===== src/rtl/chip_pkg.sv =====
// chip_pkg: shared Chip widths, derived sizes and the burst driver state type.
package chip_pkg;
    localparam int BGWIDTH       = 2;
    localparam int BAWIDTH       = 2;
    localparam int COLWIDTH      = 10;
    localparam int DEVICE_WIDTH  = 4;
    localparam int BL            = 8;
    localparam int CHWIDTH       = 5;
    localparam int BANKGROUPS    = 2 ** BGWIDTH;
    localparam int BANKSPERGROUP = 2 ** BAWIDTH;
    localparam int COLS          = 2 ** COLWIDTH;
    localparam int BEATW         = $clog2(BL);
    typedef enum logic [2:0] {IDLE, WBURST, RBURST, DRAIN, RESP} drv_state_t;
endpackage


===== src/rtl/chip_burst_driver_if.sv =====
// chip_burst_driver_if: burst request/response handshake plus the per-bank Chip array.
interface chip_burst_driver_if;
    import chip_pkg::*;
    logic                       req_valid;
    logic                       req_ready;
    logic                       req_write;
    logic [BGWIDTH-1:0]         req_bg;
    logic [BAWIDTH-1:0]         req_ba;
    logic [CHWIDTH-1:0]         req_row;
    logic [COLWIDTH-1:0]        req_col;
    logic [BL*DEVICE_WIDTH-1:0] req_wdata;
    logic                       rsp_valid;
    logic                       rsp_write;
    logic [BL*DEVICE_WIDTH-1:0] rsp_rdata;
    logic [BANKGROUPS-1:0][BANKSPERGROUP-1:0]                   rd_o_wr;
    logic [BANKGROUPS-1:0][BANKSPERGROUP-1:0][DEVICE_WIDTH-1:0] dqin;
    logic [BANKGROUPS-1:0][BANKSPERGROUP-1:0][CHWIDTH-1:0]      row;
    logic [BANKGROUPS-1:0][BANKSPERGROUP-1:0][COLWIDTH-1:0]     column;
    logic [BANKGROUPS-1:0][BANKSPERGROUP-1:0][DEVICE_WIDTH-1:0] dqout;

    modport master (
        input  req_valid, req_write, req_bg, req_ba, req_row, req_col, req_wdata, dqout,
        output req_ready, rsp_valid, rsp_write, rsp_rdata, rd_o_wr, dqin, row, column
    );
    modport slave (
        output req_valid, req_write, req_bg, req_ba, req_row, req_col, req_wdata, dqout,
        input  req_ready, rsp_valid, rsp_write, rsp_rdata, rd_o_wr, dqin, row, column
    );
endinterface


===== src/rtl/burst_rd_capture.sv =====
// burst_rd_capture: delays read beat indices by RDLAT cycles and drops the
// returning dq into the matching rsp_rdata slot.
module burst_rd_capture
    import chip_pkg::*;
#(
    parameter int RDLAT = 1
) (
    input  logic                       clk,
    input  logic                       rst,
    input  logic                       clear,
    input  logic                       issue,
    input  logic [BEATW-1:0]           idx,
    input  logic [DEVICE_WIDTH-1:0]    dq,
    output logic [BL*DEVICE_WIDTH-1:0] rdata
);
    logic [RDLAT-1:0]            vld;
    logic [RDLAT-1:0][BEATW-1:0] pidx;

    always_ff @(posedge clk or posedge rst) begin
        if (rst) begin
            vld   <= '0;
            pidx  <= '0;
            rdata <= '0;
        end else begin
            vld[0]  <= issue;
            pidx[0] <= idx;
            for (int i = 1; i < RDLAT; i++) begin
                vld[i]  <= vld[i-1];
                pidx[i] <= pidx[i-1];
            end
            if (clear)
                rdata <= '0;
            else if (vld[RDLAT-1])
                rdata[pidx[RDLAT-1]*DEVICE_WIDTH +: DEVICE_WIDTH] <= dq;
        end
    end
endmodule


===== src/rtl/chip_burst_driver.sv =====
// chip_burst_driver: expands one burst request into BL per-beat accesses on the
// per-bank Chip array and gathers read beats into a single response.
module chip_burst_driver
    import chip_pkg::*;
#(
    parameter int RDLAT = 1
) (
    input logic                 clk,
    input logic                 rst,
    chip_burst_driver_if.master bus
);
    localparam logic [1:0] LAT_END = 2'(RDLAT - 1);

    drv_state_t                 state, nxt;
    logic [BEATW-1:0]           beat;
    logic [1:0]                 lat;
    logic                       wr_q;
    logic [BGWIDTH-1:0]         bg_q;
    logic [BAWIDTH-1:0]         ba_q;
    logic [CHWIDTH-1:0]         row_q;
    logic [COLWIDTH-1:0]        col_q;
    logic [BL*DEVICE_WIDTH-1:0] wdata_q;
    logic                       accept, bursting, last_beat;

    assign accept    = state == IDLE && bus.req_valid;
    assign bursting  = state == WBURST || state == RBURST;
    assign last_beat = beat == BEATW'(BL - 1);

    always_ff @(posedge clk or posedge rst) begin
        if (rst) begin
            state   <= IDLE;
            beat    <= '0;
            lat     <= '0;
            wr_q    <= 1'b0;
            bg_q    <= '0;
            ba_q    <= '0;
            row_q   <= '0;
            col_q   <= '0;
            wdata_q <= '0;
        end else begin
            state <= nxt;
            beat  <= bursting && !last_beat ? beat + 1'b1 : '0;
            lat   <= state == DRAIN ? lat + 1'b1 : '0;
            if (accept) begin
                wr_q    <= bus.req_write;
                bg_q    <= bus.req_bg;
                ba_q    <= bus.req_ba;
                row_q   <= bus.req_row;
                col_q   <= bus.req_col;
                wdata_q <= bus.req_wdata;
            end
        end
    end

    always_comb begin
        nxt = state;
        unique case (state)
            IDLE:    if (bus.req_valid) nxt = bus.req_write ? WBURST : RBURST;
            WBURST:  if (last_beat) nxt = RESP;
            RBURST:  if (last_beat) nxt = DRAIN;
            DRAIN:   if (lat == LAT_END) nxt = RESP;
            RESP:    nxt = IDLE;
            default: nxt = IDLE;
        endcase
    end

    // Only the latched bank is ever driven; the column wraps within COLWIDTH bits.
    always_comb begin
        bus.rd_o_wr = '0;
        bus.dqin    = '0;
        bus.row     = '0;
        bus.column  = '0;
        if (bursting) begin
            bus.rd_o_wr[bg_q][ba_q] = state == WBURST;
            bus.row[bg_q][ba_q]     = row_q;
            bus.column[bg_q][ba_q]  = col_q + COLWIDTH'(beat);
            bus.dqin[bg_q][ba_q]    = state == WBURST ? wdata_q[beat*DEVICE_WIDTH +: DEVICE_WIDTH] : '0;
        end
    end

    assign bus.req_ready = state == IDLE;
    assign bus.rsp_valid = state == RESP;
    assign bus.rsp_write = state == RESP && wr_q;

    burst_rd_capture #(.RDLAT(RDLAT)) u_cap (
        .clk   (clk),
        .rst   (rst),
        .clear (accept),
        .issue (state == RBURST),
        .idx   (beat),
        .dq    (bus.dqout[bg_q][ba_q]),
        .rdata (bus.rsp_rdata)
    );
endmodule

===== src/flat_wrapper.sv =====
// flat-port wrapper written by rule: the top's interface ports become plain ports
module chip_burst_driver_flat import chip_pkg::*;
#(
    parameter int RDLAT = 1
)
  (clk, rst, bus_req_valid, bus_req_write, bus_req_bg, bus_req_ba, bus_req_row, bus_req_col, bus_req_wdata, bus_dqout, bus_req_ready, bus_rsp_valid, bus_rsp_write, bus_rsp_rdata, bus_rd_o_wr, bus_dqin, bus_row, bus_column);
  chip_burst_driver_if bus_i ();
  input logic clk;
  input logic rst;
  input wire logic [$bits(bus_i.req_valid)-1:0] bus_req_valid;
  input wire logic [$bits(bus_i.req_write)-1:0] bus_req_write;
  input wire logic [$bits(bus_i.req_bg)-1:0] bus_req_bg;
  input wire logic [$bits(bus_i.req_ba)-1:0] bus_req_ba;
  input wire logic [$bits(bus_i.req_row)-1:0] bus_req_row;
  input wire logic [$bits(bus_i.req_col)-1:0] bus_req_col;
  input wire logic [$bits(bus_i.req_wdata)-1:0] bus_req_wdata;
  input wire logic [$bits(bus_i.dqout)-1:0] bus_dqout;
  output wire logic [$bits(bus_i.req_ready)-1:0] bus_req_ready;
  output wire logic [$bits(bus_i.rsp_valid)-1:0] bus_rsp_valid;
  output wire logic [$bits(bus_i.rsp_write)-1:0] bus_rsp_write;
  output wire logic [$bits(bus_i.rsp_rdata)-1:0] bus_rsp_rdata;
  output wire logic [$bits(bus_i.rd_o_wr)-1:0] bus_rd_o_wr;
  output wire logic [$bits(bus_i.dqin)-1:0] bus_dqin;
  output wire logic [$bits(bus_i.row)-1:0] bus_row;
  output wire logic [$bits(bus_i.column)-1:0] bus_column;
  assign bus_i.req_valid = bus_req_valid;
  assign bus_i.req_write = bus_req_write;
  assign bus_i.req_bg = bus_req_bg;
  assign bus_i.req_ba = bus_req_ba;
  assign bus_i.req_row = bus_req_row;
  assign bus_i.req_col = bus_req_col;
  assign bus_i.req_wdata = bus_req_wdata;
  assign bus_i.dqout = bus_dqout;
  assign bus_req_ready = bus_i.req_ready;
  assign bus_rsp_valid = bus_i.rsp_valid;
  assign bus_rsp_write = bus_i.rsp_write;
  assign bus_rsp_rdata = bus_i.rsp_rdata;
  assign bus_rd_o_wr = bus_i.rd_o_wr;
  assign bus_dqin = bus_i.dqin;
  assign bus_row = bus_i.row;
  assign bus_column = bus_i.column;
  chip_burst_driver #(.RDLAT(RDLAT)) u_core (.clk(clk), .rst(rst), .bus(bus_i));
endmodule

===== config.mk =====
export PLATFORM = sky130hd
export DESIGN_NAME = chip_burst_driver_flat
export DESIGN_NICKNAME = d
export VERILOG_FILES = /design/src/rtl/chip_pkg.sv /design/src/rtl/chip_burst_driver_if.sv /design/src/rtl/burst_rd_capture.sv /design/src/rtl/chip_burst_driver.sv /design/src/flat_wrapper.sv
export SDC_FILE = /design/constraint.sdc
export NUM_CORES = 1
export LEC_CHECK = 0
export ABC_AREA = 1
export CAP_MARGIN = 30
export CORE_AREA = 2 2 182 184
export CTS_CLUSTER_SIZE = 20
export DETAILED_ROUTE_END_ITERATION = 8
export DIE_AREA = 0 0 184 186
export HOLD_SLACK_MARGIN = 0.02
export PLACE_DENSITY = 0.63
export SETUP_SLACK_MARGIN = 0.15
export SKIP_CTS_REPAIR_TIMING = 1
export SYNTH_ARGS = -nofsm -noshare
export SYNTH_HDL_FRONTEND = slang
export SYNTH_SLANG_ARGS = --single-unit

===== constraint.sdc =====
create_clock -name clk -period 7.8 [get_ports clk]
set_input_delay 1.56 -clock clk [delete_from_list [all_inputs] [get_ports clk]]
set_output_delay 1.56 -clock clk [all_outputs]
set_load 0.02 [all_outputs]

# --- Word-level counts from Yosys, hierarchy flattened ---
# Index checks and enable logic that the tools add are counted.
totals:
  reg_bits: 96
  inputBits: 119
  out_inout_bits: 355
classes:
  add_sub_neg: 4
  magnitude_cmp: 4
  n_eq_ne: 9
  n_shift: 3
  mux: 36
  bitwise: 4
  n_reduce_logical: 11
ops:
  columns: ["operator", "n"]
  rows:
  - ["AND 160 bit", 1]
  - ["two-way mux 160 bit", 1]
  - ["AND 80 bit", 1]
  - ["demux 40 bit (select 2 bit)", 1]
  - ["two-way mux 80 bit", 1]
  - ["AND 64 bit", 1]
  - ["two-way mux 32 bit", 2]
  - ["two-way mux 64 bit", 1]
  - ["two-way mux 16 bit", 3]
  - ["demux 20 bit (select 2 bit)", 1]
  - ["two-way mux 40 bit", 1]
  - ["negator 5 -> 34 bit", 1]
  - ["variable shift 4 x 34 -> 32 bit (first input constant)", 1]
  - ["indexed part select 4 x 34 -> 32 bit", 1]
  - ["binary-select mux 16 bit (select 2 bit)", 1]
  - ["bitwise mux 32 bit", 1]
  - ["demux 16 bit (select 2 bit)", 1]
  - ["indexed part select 32 x 6 -> 4 bit", 1]
  - ["demux 10 bit (select 2 bit)", 1]
  - ["two-way mux 20 bit", 1]
  - ["AND 16 bit", 1]
  - ["demux 4 bit (select 2 bit)", 2]
  - ["two-way mux 4 bit", 4]
  - ["two-way mux 3 bit", 5]
  - ["other kinds (25)", 36]

# --- Depth between registers and ports, before layout ---
# Gate-level depths: netlist of the first run.
depth:
  depth_word: 8
  mapped_depth: 13
  depth_no_buf: 11

# --- Cells and area by module ---
# From an unflattened synthesis of the first run, not the netlist that was laid out.
unflattened:
  cells_unflattened: 1193
  area_unflattened_um2: 7200.7
by_module_without_submodules:
  columns: ["mod", "n_inst", "cells_per_inst", "area_per_inst_um2"]
  rows:
  - ["chip_burst_driver", 1, 992, 5535.3]
  - ["burst_rd_capture", 1, 201, 1665.3]

# --- Least setup slack after synthesis of the first run ---
# No wires, ideal clock.
synth_timing:
  kind: "reg-to-output"
  from: "reg u_core.beat[0]"
  to: "out bus_column[108]"
  arrival_ns: 2.146
  required_ns: 6.240
  slack_ns: 4.094
  path_stages_with_launch: 11
  cell_sequence: "dfrtp_1 -> ha_1 -> inv_1 -> fa_1 -> o22ai_2 -> nand2_1 -> nor2_2 -> nand3_1 -> xor2_2 -> buf_6 -> nor2_1"
synth_between:
  elab_chain_len: 3
synth_rtl:
  columns: ["item", "line_no", "rtl"]
  rows:
  - ["start, declared", "chip_burst_driver.sv:15", "logic [BEATW-1:0] beat;"]
  - ["start signal, assigned", "chip_burst_driver.sv:42", "beat <= bursting && !last_beat ? beat + 1'b1 : '0;"]
  - ["adder 10 x 3 -> 10 bit", "chip_burst_driver.sv:76", "bus.column[bg_q][ba_q] = col_q + COLWIDTH'(beat);"]
  - ["AND 160 bit (no source line)", null, null]
  - ["two-way mux 160 bit", "chip_burst_driver.sv:73", "if (bursting) begin"]
  - ["end, declared", "flat_wrapper.sv:25", "output wire logic [$bits(bus_i.column)-1:0] bus_column;"]
# No other way between the ends.

# --- Worst setup path after layout of the first run ---
layout_timing:
  from: "reg u_core.beat[0]"
  to: "out bus_column[106]"
# The elaborated chain is that of the path after synthesis.

==> results of run 1 <==
-- layout by cell type (no fill, tap or decap), drive strengths merged --
cell and count:
a21oi 5, a31oi 4, and3 1, buf 9, bufinv 2, clkbuf 11, clkdlybuf4s50 473, clkinv 8
clkinvlp 1, dfrtp 96, fa 1, ha 8, inv 81, nand2 389, nand3 14, nand4 29
nor2 383, nor3 5, nor4 1, o21ai 51, o22ai 6, xnor2 1, xor2 7
-- metal layers --
| metal | GRT usage | wire (um) | vias to the layer above |
|---|---|---|---|
| met5 | 0 | 0 | - |
| met4 | 0.06752 | 971 | 0 |
| met3 | 0.02720 | 1899 | 57 |
| met2 | 0.3525 | 18020 | 342 |
| met1 | 0.2469 | 14930 | 4115 |
| li1 | - | - | 4347 |
-- per-stage QoR --
| stage | cells | setup WS, ps | area, um2 |
|---|---|---|---|
| CTS | 1994 | 2306 | 12320 |
| global route | 1994 | 2107 | 12320 |
| finish | 1994 | 2338 | 12320 |
| detailed placement | 1979 | 2690 | 11990 |
| global placement | 1974 | 2778 | 11890 |
| floorplan | 1158 | 3735 | 7032 |
-- power breakdown --
| part | total (W) | switching (W) | internal [W] |
|---|---|---|---|
| sequential | 0.000822 | 0.000162 | 0.000660 |
| clock | 0.000489 | 0.000191 | 0.000298 |
| combinational | 0.00215 | 0.00152 | 0.000624 |
-- registers in the layout (all words and copies together), names as in the netlist --
| register | count |
|---|---|
| u_core.state | 3 |
| u_core.u_cap.rdata | 32 |
| u_core.bg_q | 2 |
| u_core.ba_q | 2 |
| u_core.u_cap.vld | 1 |
| u_core.col_q | 10 |
| u_core.beat | 3 |
| u_core.u_cap.pidx | 3 |
| u_core.lat | 2 |
| u_core.wr_q | 1 |
| u_core.row_q | 5 |
| u_core.wdata_q | 32 |
-- final cells by class --
type	count	area [um2]
fillers	3444	19880
repair buffers	482	4865
multi-input cells	905	3881
flip-flops and latches	96	2402
well taps	408	510.5
inverters	88	335.3
clock buffers	11	252.7
clock inverters	4	76.32
-- kinds of logic (layout without fill, tap and decap cells) --
| family | count (synthesis) | after routing | share of synthesized area |
|---|---|---|---|
| and+or+nand+nor | 822 | 822 | 0.4689 |
| buffers and inverters | 157 | 585 | 0.1096 |
| DFF | 96 | 96 | 0.3416 |
| AOI/OAI and AO/OA | 66 | 66 | 0.04964 |
| adders and majority gates | 9 | 9 | 0.01708 |
| xor gates and xnor gates | 8 | 8 | 0.01317 |
-- worst paths after layout --
path                       slack, ps  cells past startpoint                           start                           endpoint
min                              440                      1         u_core.lat[0]$_DFF_PP0_            u_core.lat[0]$_DFF_PP0_
max in group asynchronous       5100                      3                             rst         u_core.bg_q[1]$_DFFE_PP0P_
max                             2340                      9        u_core.beat[0]$_DFF_PP0_                    bus_column[106]
min reg2reg                      440                      1         u_core.lat[0]$_DFF_PP0_            u_core.lat[0]$_DFF_PP0_
max reg2reg                     4800                      8  u_core.u_cap.pidx[0]$_DFF_PP0_  u_core.u_cap.rdata[6]$_DFFE_PP0P_
min in group asynchronous       1630                      2                             rst     u_core.wdata_q[22]$_DFFE_PP0P_
==> results.yml, run 1 <==
status:
  outcome: "finished clean"
clocking:
  htreeDepth: 3
  clock_latency_ps: 340
  cts_buffers: 9
  clock-root-buffer: "clkbuf_16"
  clkSlewWorstSetupHoldPaths_ps: 70
  tritoncts: "done"
  clkSinkCount: 96
  clockBufferDepth: 2
floorplanning:
  die_w_um: 184
  ios: 474
  core_um2: 32210
  initial_utilization: 0.2183
  dieArea_um2: 34220
  rows: 66
  die_h_um: 186
critical_path:
  worstPathBufferInverterCount: 2
  critical_path_peak_fanout: 25
  crit_slowest_cell: "xor2_2"
  startpoint_type: "flop"
  worstPathCellList: "ha_1 -> inv_1 -> fa_1 -> o22ai_2 -> nand2_1 -> nor2_2 -> xor2_2 -> nor2_1 -> clkdlybuf4s50_1"
  crit_arrival_ps: 3900
  cp-end-kind: "output port"
  critical-path-top-delay-family: "XOR/XNOR gates"
  worst_path_largest_cell_delay_ps: 810
  required_ps: 6240
  crit_type: "reg -> out"
synth:
  ys_top_cells_by_count: "nand2_1, nor2_1, dfrtp_1, inv_1, o21ai_0"
  synth_edf_count: 0
  syn_area_per_cell_um2: 6.072
  yosysTopAreaCell: "dfrtp_1"
  synthArstFlopShare: 1.000
  yosysMostFrequentCell: "nand2_1"
  synthCells: 1158
  synth_area_um2: 7032
  synth_cell_types: 33
  ys.flop_type: "dfrtp_1"
  syn-num-nets: 1286
  synth_area_leaders: "dfrtp_1, nand2_1, nor2_1, inv_1, o21ai_0"
  ys_ff_latch: 96
  synth_warnings: 0
  synth_top_area_frac: 0.3416
  synth-seq-area-share: 0.3416
detailed_routing:
  wire_per_inst_um: 17.96
  drc: 0
  drt_iter0_markers: 539
  wirelength_um: 35820
  dr.pass1.iters: 5
  vias: 8861
  drtAntennaViolNets: 0
  via_per_inst: 4.444
sta:
  fin_crit_ps: 5462
  whs_ps: 436.4
  slew_headroom: 0.3203
  finalMaxSlewViolations: 0
  hold_viol: 0
  final.setup.tns_ps: 0
  tightestPinTransition_ps: 1019
  rsz0062_at_grt: "no"
  skew_ps: 9.326
  setup_viol: 0
  fmax_mhz: 183.1
  period_share: 0.7002
global_routing:
  grt_max_degree: 86
  grt_pass1_vias: 8251
  overflow: 0
  antenna_found_initial: 0
  grt_pass1_wl_um: 51060
  grt_usage: 0.1986
cells_and_area:
  fin_nets: 1710
  fin_util: 0.3826
  diodes: 0
  layout-drive-gt1-share: 0.03468
  syn2layout_area_growth_pct: 75.25
place:
  routabilityCongestion: 0.7815
  io_buffers: 473
  dp_hpwl_um: 28760
power:
  p_leak_nw: 5.376
  ir_drop_mv: 0.1664
  finalPower_w: 0.003456
  power.density_nw_per_um2: 280.4
worst_hold_path:
  hp-class: "reg -> reg"
job:
  max_cap_viol_count: 0
(Power assumes the default switching activity.)
==> run 2, diff against run 1 <==
--- a/config.mk
+++ b/config.mk
@@ -7,12 +7,12 @@
 export LEC_CHECK = 0
 export ABC_AREA = 1
 export CAP_MARGIN = 30
-export CORE_AREA = 2 2 182 184
+export CORE_AREA = 2 2 183 185
 export CTS_CLUSTER_SIZE = 20
 export DETAILED_ROUTE_END_ITERATION = 8
-export DIE_AREA = 0 0 184 186
+export DIE_AREA = 0 0 185 187
 export HOLD_SLACK_MARGIN = 0.02
-export PLACE_DENSITY = 0.63
+export PLACE_DENSITY = 0.62
 export SETUP_SLACK_MARGIN = 0.15
 export SKIP_CTS_REPAIR_TIMING = 1
 export SYNTH_ARGS = -nofsm -noshare
==> constraint.sdc (replaced) <==
create_clock -name clk -period 5.05 [get_ports clk]
set_input_delay 1.01 -clock clk [delete_from_list [all_inputs] [get_ports clk]]
set_output_delay 1.01 -clock clk [all_outputs]
set_load 0.02 [all_outputs]
==> run 2 against run 1 <==
  * Wire length down 1.8%
  * First-iteration DRC count down 5.2%
  * Sequential share of layout area about the same
  * Critical path type unchanged
  * Clock skew about the same
  * Clock power up 42%
  * Non-clock buffer count up 2
  * Die area up 1.1%
  * Critical path depth unchanged
  * Register-to-register slack worse by 2800 ps
  * Via count down 0.32%
  * Core utilization down 0.80 points
  * Largest cell class unchanged
  * Largest power group unchanged
==> results.yml, run 2 (same netlist as run 1, synthesis figures left out) <==
status:
  outcome: "finished clean"
global_routing:
  grt_usage: 0.1982
  grt_max_degree: 74
  grt_pass1_wl_um: 52170
  antenna_found_initial: 0
  grt_pass1_vias: 8382
  overflow: 0
floorplanning:
  dieArea_um2: 34600
  die_h_um: 187
  ios: 474
  initial_utilization: 0.2140
  die_w_um: 185
  rows: 67
  core_um2: 32860
critical_path:
  reg2reg_depth: 8
  crit_arrival_ps: 3460
  startpoint_type: "flop"
  r2r_end: "u_core.u_cap.rdata[5]$_DFFE_PP0P_"
  critical_path_peak_fanout: 16
  required_ps: 4040
  reg2reg_from: "u_core.u_cap.pidx[0]$_DFF_PP0_"
  reg2reg_slack_ps: 2000
  crit_type: "reg -> out"
  cp-end-kind: "output port"
worst_hold_path:
  holdCritStartpoint: "u_core.lat[0]$_DFF_PP0_"
  min_to: "u_core.lat[0]$_DFF_PP0_"
  hold_depth: 1
  hp-class: "reg -> reg"
cells_and_area:
  layout-drive-gt1-share: 0.03650
  diodes: 0
  syn2layout_area_growth_pct: 75.09
  most-common-layout-cells: "clkdlybuf4s50_1, nand2_1, nor2_1"
  fin_nets: 1712
  top_regs: "u_core.u_cap.rdata (32), u_core.wdata_q (32), u_core.col_q (10)"
  multiInputGateArea_um2: 3892
  seq_area_um2: 2402
  fillCellCount: 3511
  post_layout_nonfiller_instances: 2037
  final_common_cell: "clkdlybuf4s50_1"
sta:
  rsz0062_at_grt: "no"
  setup_viol: 0
  hold_viol: 0
  final.setup.tns_ps: 0
  setup_slack_ps: 576.5
  fmax_mhz: 223.5
  skew_ps: 8.958
  period_share: 0.8858
  fin_crit_ps: 4473
  finalMaxSlewViolations: 0
  slew_headroom: 0.4024
  tightestPinTransition_ps: 896.4
clocking:
  clock-root-buffer: "clkbuf_16"
  clock_latency_ps: 340
  clkSlewWorstSetupHoldPaths_ps: 70
  cts_buffers: 9
  clkSinkCount: 96
  tritoncts: "done"
  htreeDepth: 3
  clockBufferDepth: 2
detailed_routing:
  drtAntennaViolNets: 0
  via_per_inst: 4.336
  drc: 0
  wirelength_um: 35160
  drt_iter0_markers: 511
  dr.pass1.iters: 5
  wire_per_inst_um: 17.26
  vias: 8833
place:
  dp_cells: 2021
  dp_hpwl_um: 28170
  routabilityCongestion: 0.8262
  io_buffers: 473
  dp_slack_ps: 747.7
power:
  power.density_nw_per_um2: 423.3
  p_int_w: 0.002336
  p_comb_frac: 0.628
  swShare: 0.5519
  switchingPower_w: 0.002876
  p_leak_nw: 5.348
  finalPower_w: 0.005212
  pwr-share-clk: 0.133
  ir_drop_mv: 0.2398
  sequentialPowerShare: 0.239
job:
  max_cap_viol_count: 0
[run 2: cell type report]
class / count / area share
timing repair buffer: 484 / 0.3913
multi-input combinational: 905 / 0.3162
sequential: 96 / 0.1951
tap: 448 / 0.04553
inverter: 88 / 0.02724
clock buffer: 9 / 0.01829
clock inverter: 7 / 0.006402
[run 2: through the flow]
| step | hold WS (ps) | utilization | cell area, um2 |
|---|---|---|---|
| after global placement | 414.5 | 0.3651 | 12000 |
| after floorplan | 402.7 | - | 7032 |
| final | 426.8 | 0.3747 | 12310 |
| after detailed placement | 419.8 | 0.3651 | 12000 |
| after CTS | 428.8 | 0.3743 | 12300 |
| after global routing | 449.9 | 0.3747 | 12310 |
[run 2: worst max path at each step]
stage                                       endpoint                startpoint  depth (start not counted)  slack (ps)
after global routing                 bus_column[118]  u_core.beat[1]$_DFF_PP0_                          9         300
after CTS                            bus_column[108]  u_core.beat[1]$_DFF_PP0_                          9         380
final                                 bus_column[18]  u_core.beat[1]$_DFF_PP0_                          9         580
after detailed placement             bus_column[108]  u_core.beat[1]$_DFF_PP0_                          9         750
after floorplan           u_core.ba_q[0]$_DFFE_PP0P_                       rst                          1        1530
after global placement                bus_column[88]  u_core.beat[1]$_DFF_PP0_                          9         850
[run 2: worst max-delay path, stage by stage, from the launching register on]
cell and delay, ps:
dfrtp_1 630, inv_1 180, fa_1 470, o22ai_2 190, nand2_1 90, nor2_2 160, nand3_1 180, xor2_4 550
nor2_1 90, clkdlybuf4s50_1 560
[run 2: routing by layer]
layer | global-route usage | vias to the layer above | part of all wire
met5 | 0 | - | 0
met4 | 0.05678 | 0 | 0.025
met3 | 0.02687 | 40 | 0.058
met2 | 0.3513 | 344 | 0.50
met1 | 0.2489 | 4094 | 0.42
li1 | - | 4355 | -
[run 2: power by group through the flow]
| stage | Clock [W] | Combinational (W) | Sequential [W] |
|---|---|---|---|
| 2_1_floorplan | 0 | 0.00214 | 0.00117 |
| 3_3_place_gp | 0 | 0.00325 | 0.00125 |
| 3_5_place_dp | 0 | 0.00329 | 0.00125 |
| 4_1_cts | 0.000721 | 0.00330 | 0.00124 |
| 5_1_grt | 0.000757 | 0.00364 | 0.00128 |
| 6_report | 0.000693 | 0.00327 | 0.00124 |
